[src/rtl/ch_pkg.sv]
// Shared definitions for the RX channel packer.
//   CH_W      width of every channel index / channel count
//   state_e   packer FSM states
//   ch_clamp  limits a requested channel count to the number of physical channels
package ch_pkg;

    localparam int CH_W = 4;

    typedef enum logic {
        IDLE = 1'b0,
        SEND = 1'b1
    } state_e;

    // Returns min(num_ch, max_ch); max_ch is always at most 15 for this block.
    function automatic logic [CH_W-1:0] ch_clamp(input logic [CH_W-1:0] num_ch,
                                                 input int unsigned     max_ch);
        if ({{(32-CH_W){1'b0}}, num_ch} > max_ch) begin
            return CH_W'(max_ch);
        end
        return num_ch;
    endfunction

endpackage

[src/rtl/ch_pack_ovr_counter.sv]
// Sticky overrun flag plus saturating overrun event counter.
// Ports:
//   clk, reset   clock, asynchronous active-low reset
//   inc          one overrun event this cycle
//   clr          synchronous clear of flag and count
//   flag         sticky overrun indicator
//   cnt          event count, saturates at all-ones
module ovr_counter #(
    parameter int CNT_W = 16
) (
    input  logic             clk,
    input  logic             reset,
    input  logic             inc,
    input  logic             clr,
    output logic             flag,
    output logic [CNT_W-1:0] cnt
);

    logic             flag_q, flag_d;
    logic [CNT_W-1:0] cnt_q,  cnt_d;

    // A clear coinciding with an event leaves the flag low but still
    // records that single event in the count.
    always_comb begin
        flag_d = flag_q;
        cnt_d  = cnt_q;
        if (clr) begin
            flag_d = 1'b0;
            cnt_d  = inc ? CNT_W'(1) : '0;
        end else if (inc) begin
            flag_d = 1'b1;
            if (cnt_q != '1) begin
                cnt_d = cnt_q + CNT_W'(1);
            end
        end
    end

    always_ff @(posedge clk or negedge reset) begin
        if (!reset) begin
            flag_q <= 1'b0;
            cnt_q  <= '0;
        end else begin
            flag_q <= flag_d;
            cnt_q  <= cnt_d;
        end
    end

    assign flag = flag_q;
    assign cnt  = cnt_q;

endmodule

[src/rtl/ch_pack.sv]
// RX channel packer. On an accepted strobe, snapshots every channel's {I,Q}
// sample and then writes one word per clock for channels 1..n into the RX
// FIFO, flagging the first word of the frame. A full FIFO aborts the frame;
// a full FIFO or a strobe arriving mid-frame is counted as an overrun.
// Ports:
//   clk, reset           clock, asynchronous active-low reset
//   strobe, num_ch       new sample set / active channel count
//   data_in              channel k at [k*2*SW +: 2*SW], {I,Q}
//   fifo_full            FIFO cannot take a write this cycle
//   fifo_we/wdata/sof    FIFO write port and start-of-frame marker
//   channel              channel being written (1..n), 0 when idle
//   busy                 frame in progress (FSM is in SEND)
//   ovr_flag, ovr_cnt    sticky overrun flag and saturating count
//   ovr_clr              synchronous clear of the overrun state
//
// Handshake: fifo_we is the only valid; fifo_full is the inverse of ready. A
// word is transferred exactly in a cycle with fifo_we=1, and fifo_we is never
// asserted while fifo_full=1.
module ch_pack
    import ch_pkg::*;
#(
    parameter int MAX_CH = 4,
    parameter int SW     = 16,
    parameter int CNT_W  = 16
) (
    input  logic                   clk,
    input  logic                   reset,
    input  logic                   strobe,
    input  logic [CH_W-1:0]        num_ch,
    input  logic [MAX_CH*2*SW-1:0] data_in,
    input  logic                   fifo_full,
    output logic                   fifo_we,
    output logic [2*SW-1:0]        fifo_wdata,
    output logic                   fifo_sof,
    output logic [CH_W-1:0]        channel,
    output logic                   busy,
    output logic                   ovr_flag,
    output logic [CNT_W-1:0]       ovr_cnt,
    input  logic                   ovr_clr
);

    state_e                  state_q, state_d;
    logic [MAX_CH*2*SW-1:0]  hold_q,  hold_d;
    logic [CH_W-1:0]         n_lat_q, n_lat_d;
    logic [CH_W-1:0]         channel_q, channel_d;
    logic [2*SW-1:0]         wdata_q, wdata_d;
    logic                    sof_q,   sof_d;

    logic                    accept;
    logic                    last;
    logic                    ovr_inc;
    logic [2*SW-1:0]         next_word;

    assign accept = (state_q == IDLE) && strobe && (num_ch != '0);
    assign last   = (channel_q == n_lat_q);

    // State register.
    always_ff @(posedge clk or negedge reset) begin
        if (!reset) begin
            state_q <= IDLE;
        end else begin
            state_q <= state_d;
        end
    end

    // Next-state logic.
    always_comb begin
        state_d = state_q;
        case (state_q)
            IDLE:    if (accept) state_d = SEND;
            SEND:    if (fifo_full || last) state_d = IDLE;
            default: state_d = IDLE;
        endcase
    end

    // Snapshot word for the channel after the current one (channel_q is
    // 1-based, so it is directly the 0-based index of the next channel).
    always_comb begin
        next_word = '0;
        for (int k = 0; k < MAX_CH; k++) begin
            if (channel_q == CH_W'(k)) begin
                next_word = hold_q[k*2*SW +: 2*SW];
            end
        end
    end

    // Datapath / output register inputs.
    always_comb begin
        hold_d    = hold_q;
        n_lat_d   = n_lat_q;
        channel_d = channel_q;
        wdata_d   = wdata_q;
        sof_d     = 1'b0;
        ovr_inc   = 1'b0;
        case (state_q)
            IDLE: begin
                if (accept) begin
                    hold_d    = data_in;
                    n_lat_d   = ch_clamp(num_ch, MAX_CH);
                    channel_d = CH_W'(1);
                    wdata_d   = data_in[2*SW-1:0];
                    sof_d     = 1'b1;
                end
            end
            SEND: begin
                // A strobe here is dropped, including on the last word.
                ovr_inc = fifo_full || strobe;
                if (fifo_full || last) begin
                    channel_d = '0;
                    wdata_d   = '0;
                end else begin
                    channel_d = channel_q + CH_W'(1);
                    wdata_d   = next_word;
                end
            end
            default: ;
        endcase
    end

    always_ff @(posedge clk or negedge reset) begin
        if (!reset) begin
            hold_q    <= '0;
            n_lat_q   <= '0;
            channel_q <= '0;
            wdata_q   <= '0;
            sof_q     <= 1'b0;
        end else begin
            hold_q    <= hold_d;
            n_lat_q   <= n_lat_d;
            channel_q <= channel_d;
            wdata_q   <= wdata_d;
            sof_q     <= sof_d;
        end
    end

    ovr_counter #(
        .CNT_W(CNT_W)
    ) u_ovr (
        .clk   (clk),
        .reset (reset),
        .inc   (ovr_inc),
        .clr   (ovr_clr),
        .flag  (ovr_flag),
        .cnt   (ovr_cnt)
    );

    // Word, channel and marker are registered; the write enable is gated by
    // the current fifo_full so a word is never pushed into a full FIFO.
    assign fifo_we    = (state_q == SEND) && !fifo_full;
    assign fifo_sof   = sof_q && fifo_we;
    assign fifo_wdata = wdata_q;
    assign channel    = channel_q;
    assign busy       = (state_q == SEND);

endmodule

[config.mk]
export PLATFORM = sky130hd
export DESIGN_NAME = ch_pack
export DESIGN_NICKNAME = d
export VERILOG_FILES = /design/src/rtl/ch_pkg.sv /design/src/rtl/ch_pack_ovr_counter.sv /design/src/rtl/ch_pack.sv
export SDC_FILE = /design/constraint.sdc
export NUM_CORES = 1
export LEC_CHECK = 0
export ABC_AREA = 1
export CAP_MARGIN = 10
export CORE_ASPECT_RATIO = 0.7
export CORE_UTILIZATION = 58
export CTS_BUF_LIST = sky130_fd_sc_hd__clkbuf_16
export CTS_CLUSTER_SIZE = 14
export DETAILED_ROUTE_END_ITERATION = 12
export DONT_BUFFER_PORTS = 1
export HOLD_SLACK_MARGIN = 0.12
export PLACE_DENSITY = 0.75
export REMOVE_ABC_BUFFERS = 1
export SYNTH_ARGS = -nofsm -noshare
export SYNTH_HDL_FRONTEND = slang
export SYNTH_HIERARCHICAL = 1
export SYNTH_SLANG_ARGS = --single-unit
[constraint.sdc]
create_clock -name clk -period 1.65 [get_ports clk]
set_clock_uncertainty 0.1 [all_clocks]
set_input_delay 0.33 -clock clk [delete_from_list [all_inputs] [get_ports clk]]
set_output_delay 0.33 -clock clk [all_outputs]
set_load 0.03 [all_outputs]
# --- Word level (Yosys, flattened, before mapping) ---
# Index checks and enable logic that the tools add are counted.
word_totals:
  inputBits: 137
  word_cells: 57
  regBits: 187
op_classes:
  order_cmp: 1
  n_addsub: 2
  n_bitwise: 1
  eq_ne: 6
  n_reduce_logical: 13
  mux: 26
ops:
  columns: ["operator", "n"]
  rows:
  - ["32-bit two-way mux", 6]
  - ["32-bit case mux with 2 select lines", 1]
  - ["16-bit two-way mux", 3]
  - ["16-bit by 1-bit adder with 16-bit output (second input constant)", 1]
  - ["4-bit two-way mux", 4]
  - ["16-bit != test (second input constant)", 1]
  - ["1-bit two-way mux", 10]
  - ["4-bit by 2-bit == test with 1-bit output (second input constant)", 2]
  - ["4-bit case mux with 2 select lines", 1]
  - ["4-bit by 1-bit adder with 4-bit output (second input constant)", 1]
  - ["4-bit by 1-bit == test with 1-bit output (second input constant)", 1]
  - ["4-bit == test", 1]
  - ["4-bit by 3-bit greater-than comparator with 1-bit output (second input constant)", 1]
  - ["1-bit logical AND", 4]
  - ["4-bit logical NOT", 1]
  - ["2-bit AND reduction", 2]
  - ["2-bit nonzero test", 2]
  - ["4-bit nonzero test", 1]
  - ["1-bit logical OR", 2]
  - ["2-bit != test (second input constant)", 1]
  - ["1-bit case mux with 2 select lines", 1]
  - ["1-bit logical NOT", 1]
  - ["1-bit inverter", 1]

# --- Longest topological paths before layout ---
depth:
  depth_word: 7
  depth_mapped: 11
  mapped_depth_nobuf: 9

# --- Cells and area by module ---
# The synthesis kept the hierarchy.
by_module_without_submodules:
  columns: ["module", "area_per_inst_um2", "cells_per_inst", "instances"]
  rows:
  - ["ch_pack", 8389.3, 1128, 1]
  - ["ovr_counter", 1148.6, 161, 1]

# --- Least setup slack after synthesis ---
# OpenSTA, ideal clock, no wires.
synth_timing:
  kind: "flip-flop to output port"
  startpoint: "register state_q, in the netlist busy"
  endpoint: "output port fifo_sof"
  required_ns: 1.220
  t_arrival_ns: 1.713
  setup_slack_ns: -0.493
  stages_incl_launch_ff: 5
  path_cell_list: "dfrtp_1 inv_2 nor2_1 inv_1 nor2_1"
synth_via:
  elab_chain_len: 2
synth_lines:
  columns: ["element", "line", "rtl"]
  rows:
  - ["start, declared", "ch_pack.sv:42", "state_e state_q, state_d;"]
  - ["start signal, assigned", "ch_pack.sv:62", "state_q <= state_d;"]
  - ["1-bit logical AND", "ch_pack.sv:149", "assign fifo_we = (state_q == SEND) && !fifo_full;"]
  - ["net fifo_we", "ch_pack.sv:32", "output logic fifo_we,"]
  - ["1-bit logical AND", "ch_pack.sv:150", "assign fifo_sof = sof_q && fifo_we;"]
  - ["end, declared", "ch_pack.sv:34", "output logic fifo_sof,"]
# The timed path passes the listed nets, and every way through them passes these cells.

# --- Worst setup path in the final report ---
layout_timing:
  startpoint: "register channel_q[3], in the netlist channel[3]"
  endpoint: "register wdata_q[16], in the netlist fifo_wdata[16]"
layout_via:
  elab_chain_len: 7
layout_lines:
  columns: ["element", "line", "rtl"]
  rows:
  - ["start, declared", "ch_pack.sv:45", "logic [CH_W-1:0] channel_q, channel_d;"]
  - ["start signal, assigned", "ch_pack.sv:130", "channel_q <= channel_d;"]
  - ["4-bit logical NOT", "ch_pack.sv:81", "if (channel_q == CH_W'(k)) begin"]
  - ["32-bit two-way mux (4 in a row)", "ch_pack.sv:81", null]
  - ["32-bit two-way mux *", "ch_pack.sv:108", "if (fifo_full || last) begin"]
  - ["32-bit case mux with 2 select lines *", "ch_pack.sv:95", "case (state_q)"]
  - ["end signal, assigned", "ch_pack.sv:131", "wdata_q <= wdata_d;"]
  - ["end, declared", "ch_pack.sv:46", "logic [2*SW-1:0] wdata_q, wdata_d;"]
# Every way passes the cells marked *; elsewhere a longest branch is shown, timed or not.
# A chain may end at the register's enable or synchronous reset.

==> metrics.yaml <==
worstMarginPinSlew_ns: 0.509
layout_common_cells: "nand2_1 (457), dfrtp_1 (180), dlygate4sd3_1 (133), inv_1 (104), nand3_1 (89)"
synth_top_family_by_area: "simple AND/OR/NAND/NOR gates"
die_x_um: 155
grt_max_degree: 188
hold_viol: 187
cp_data_arrival_time_ns: 2.08
power.total_mw: 20.6
antenna_found_initial: 3
grt_pass1_wl_um: 47600
violations: "negative hold slack, negative setup slack"
rsz0062_at_grt: "yes"
wl_per_cell_um: 20.4
reg2reg_slack_ns: -0.15
n_fill_cell: 795
seq_area_um2: 4690
setup_viol: 42
syn_area_per_cell_um2: 7.40
drtPass1Iterations: 6
fmax_mhz: 556
cp-end-kind: "flip-flop"
viasPerCell: 5.91
crit_required_ns: 1.93
syn_to_final_growth_pct: 43.6
max_cap_violations: 0
final_antenna_net_count: 0
htreeDepth: 4
setup_ws_ns: -0.150
die_y_um: 109
ir_drop_mv: 0.852
io_buffers: 0
overflow: 0
synthAdderAreaFrac: 0.00656
cts_buffer_depth: 2
cts_made_buffers: 17
leakagePower_nw: 6.60
cts_root_buffer: "clkbuf_16"
worstSkewPairLatency_ns: 0.45
multiInputGateArea_um2: 4750
start_kind: "flip-flop"
worst-path-max-fanout: 7
grt_use_total: 0.367
place_congestion: 0.892
synthSimpleGateAreaFrac: 0.333
vias: 10192
synthFlopType: "dfrtp_1"
synth_compound_area_frac: 0.0826
finalCritPeriodShare: 1.09
postSynth.asyncResetShare: 1.00
fin_nets: 1632
final_common_cell: "nand2_1"
start_util: 0.604
place_ws_ns: -0.138
synth_cells: 1289
synth_warnings: 6
die-area_um2: 17000
grt_pass1_vias: 9373
synth_edf_count: 0
worstSetupPathType: "flip-flop to flip-flop"
holdWs_ns: -0.521
synthMuxAreaShare: 0
setup_tns_ns: -2.93
power-per-cell-area_nw_per_um2: 1500
synth-seq-cells: 187
hp-class: "input pin to async pin"
cts.sinks: 187
coreArea_um2: 15800
ys_types: 35
dp_hpwl_um: 16900
rows: 38
yosys.area_share.xor_xnor: 0.00275
drt_first_iter_violations: 1339
io_pins: 193
post-route-drc-count: 0
timing.slew.headroom: 0.661
routed_wl_um: 35200
cts_hold_buf: 133
fin_area_um2: 13700
clkTransAtPathRegs_ns: 0.08
status: "finished with violations"
final_layout_size_suffix_gt1_frac: 0.220
seq_area_frac_synth: 0.491
post-route-min-period_ns: 1.80
synth_area_um2: 9540
cts_tree: "built"
slew_viol_final: 0
place_area_um2: 10300
-- worst max-delay path, stage by stage, from the launching register on --
cell and delay [ns]:
dfrtp_2 0.45, nor2_4 0.14, buf_12 0.19, buf_12 0.15, clkbuf_16 0.16, nand3_1 0.10, nand2_1 0.08, nand2_1 0.07
nand2_1 0.08, nand3_2 0.09, a21oi_2 0.14
-- layout make-up --
cell class,count,area share
Clock inverter,15,0.0109
Timing Repair Buffer,254,0.217
Sequential cell,187,0.342
Clock buffer,17,0.0311
Tap cell,220,0.0201
Antenna cell,2,0.000365
Multi-Input combinational cell,917,0.347
Inverter,113,0.0315
-- where the power goes --
group          internal, mW  switching [mW]  leakage (nW)  total (mW)
sequential             5.95            1.56          2.32        7.52
combinational          3.80            5.12          4.00        8.92
clock                  2.02            2.09         0.283        4.12
total                  11.8            8.78          6.60        20.6
-- repair_timing --
item                                   CTS  global route
endpoints found under the hold margin  356           187
gates resized for setup                 46           165
setup endpoints to repair               43            55
cloned                                   4            17
setup buffers                           15             6
pin swaps                                9            47
-- per-stage QoR --
step                utilization  instances
global route              0.867       1724
floorplan                     -       1215
CTS                       0.802       1700
finish                    0.868       1725
detailed placement        0.655       1516
global placement          0.655       1516
-- final timing paths --
| path | from | to | cells past startpoint |
|---|---|---|---|
| max in group asynchronous | reset | fifo_wdata[28] | 0 |
| setup / recovery | channel[3] | fifo_wdata[16] | 10 |
| hold reg to reg | hold_q[110] | hold_q[110] | 2 |
| min in group clk | ovr_clr | u_ovr/cnt[5] | 4 |
| hold / removal | reset | hold_q[74] | 0 |
| setup reg to reg | channel[3] | fifo_wdata[16] | 10 |
-- registers in the layout, summed over array words and instances, names as in the netlist --
| signal | flops |
|---|---|
| sof_q | 1 |
| u_ovr/cnt | 16 |
| fifo_wdata | 32 |
| busy | 1 |
| hold_q | 128 |
| channel | 4 |
| n_lat_q | 4 |
| u_ovr/flag | 1 |
-- cell families after synthesis --
group,Yosys count
adder cells (fa/ha/maj),5
buffers and inverters,187
flip-flops,187
AO/OA/AOI/OAI,149
XOR/XNOR,3
AND/OR/NAND/NOR,758
-- metal layers --
layer | track usage | part of all wire | vias up
met5 | 0 | 0 | -
met4 | 0.142 | 0.041 | 0
met3 | 0.0918 | 0.12 | 168
met2 | 0.609 | 0.47 | 745
met1 | 0.470 | 0.37 | 4828
li1 | - | - | 4451
-- cell usage after synthesis, types with 2 or more instances --
cell type / number / area [um^2]
o21ai_2: 5 / 43.8
o21ai_0: 96 / 480
buf_2: 15 / 75.1
nor2_4: 4 / 45.0
ha_1: 5 / 62.6
xor2_1: 3 / 26.3
nor2_1: 93 / 349
a21oi_1: 34 / 170
nor2_2: 3 / 18.8
clkbuf_1: 30 / 113
nand3b_1: 2 / 15.0
nand3_1: 136 / 681
buf_4: 17 / 128
o21ai_1: 7 / 35.0
inv_1: 109 / 409
nand2_1: 480 / 1800
inv_2: 4 / 15.0
or2_1: 10 / 62.6
o22ai_1: 2 / 12.5
buf_1: 9 / 33.8
nand4_1: 4 / 25.0
buf_6: 2 / 22.5
or2_2: 21 / 131
dfrtp_1: 187 / 4680
Power figures use the tool's default switching activity.
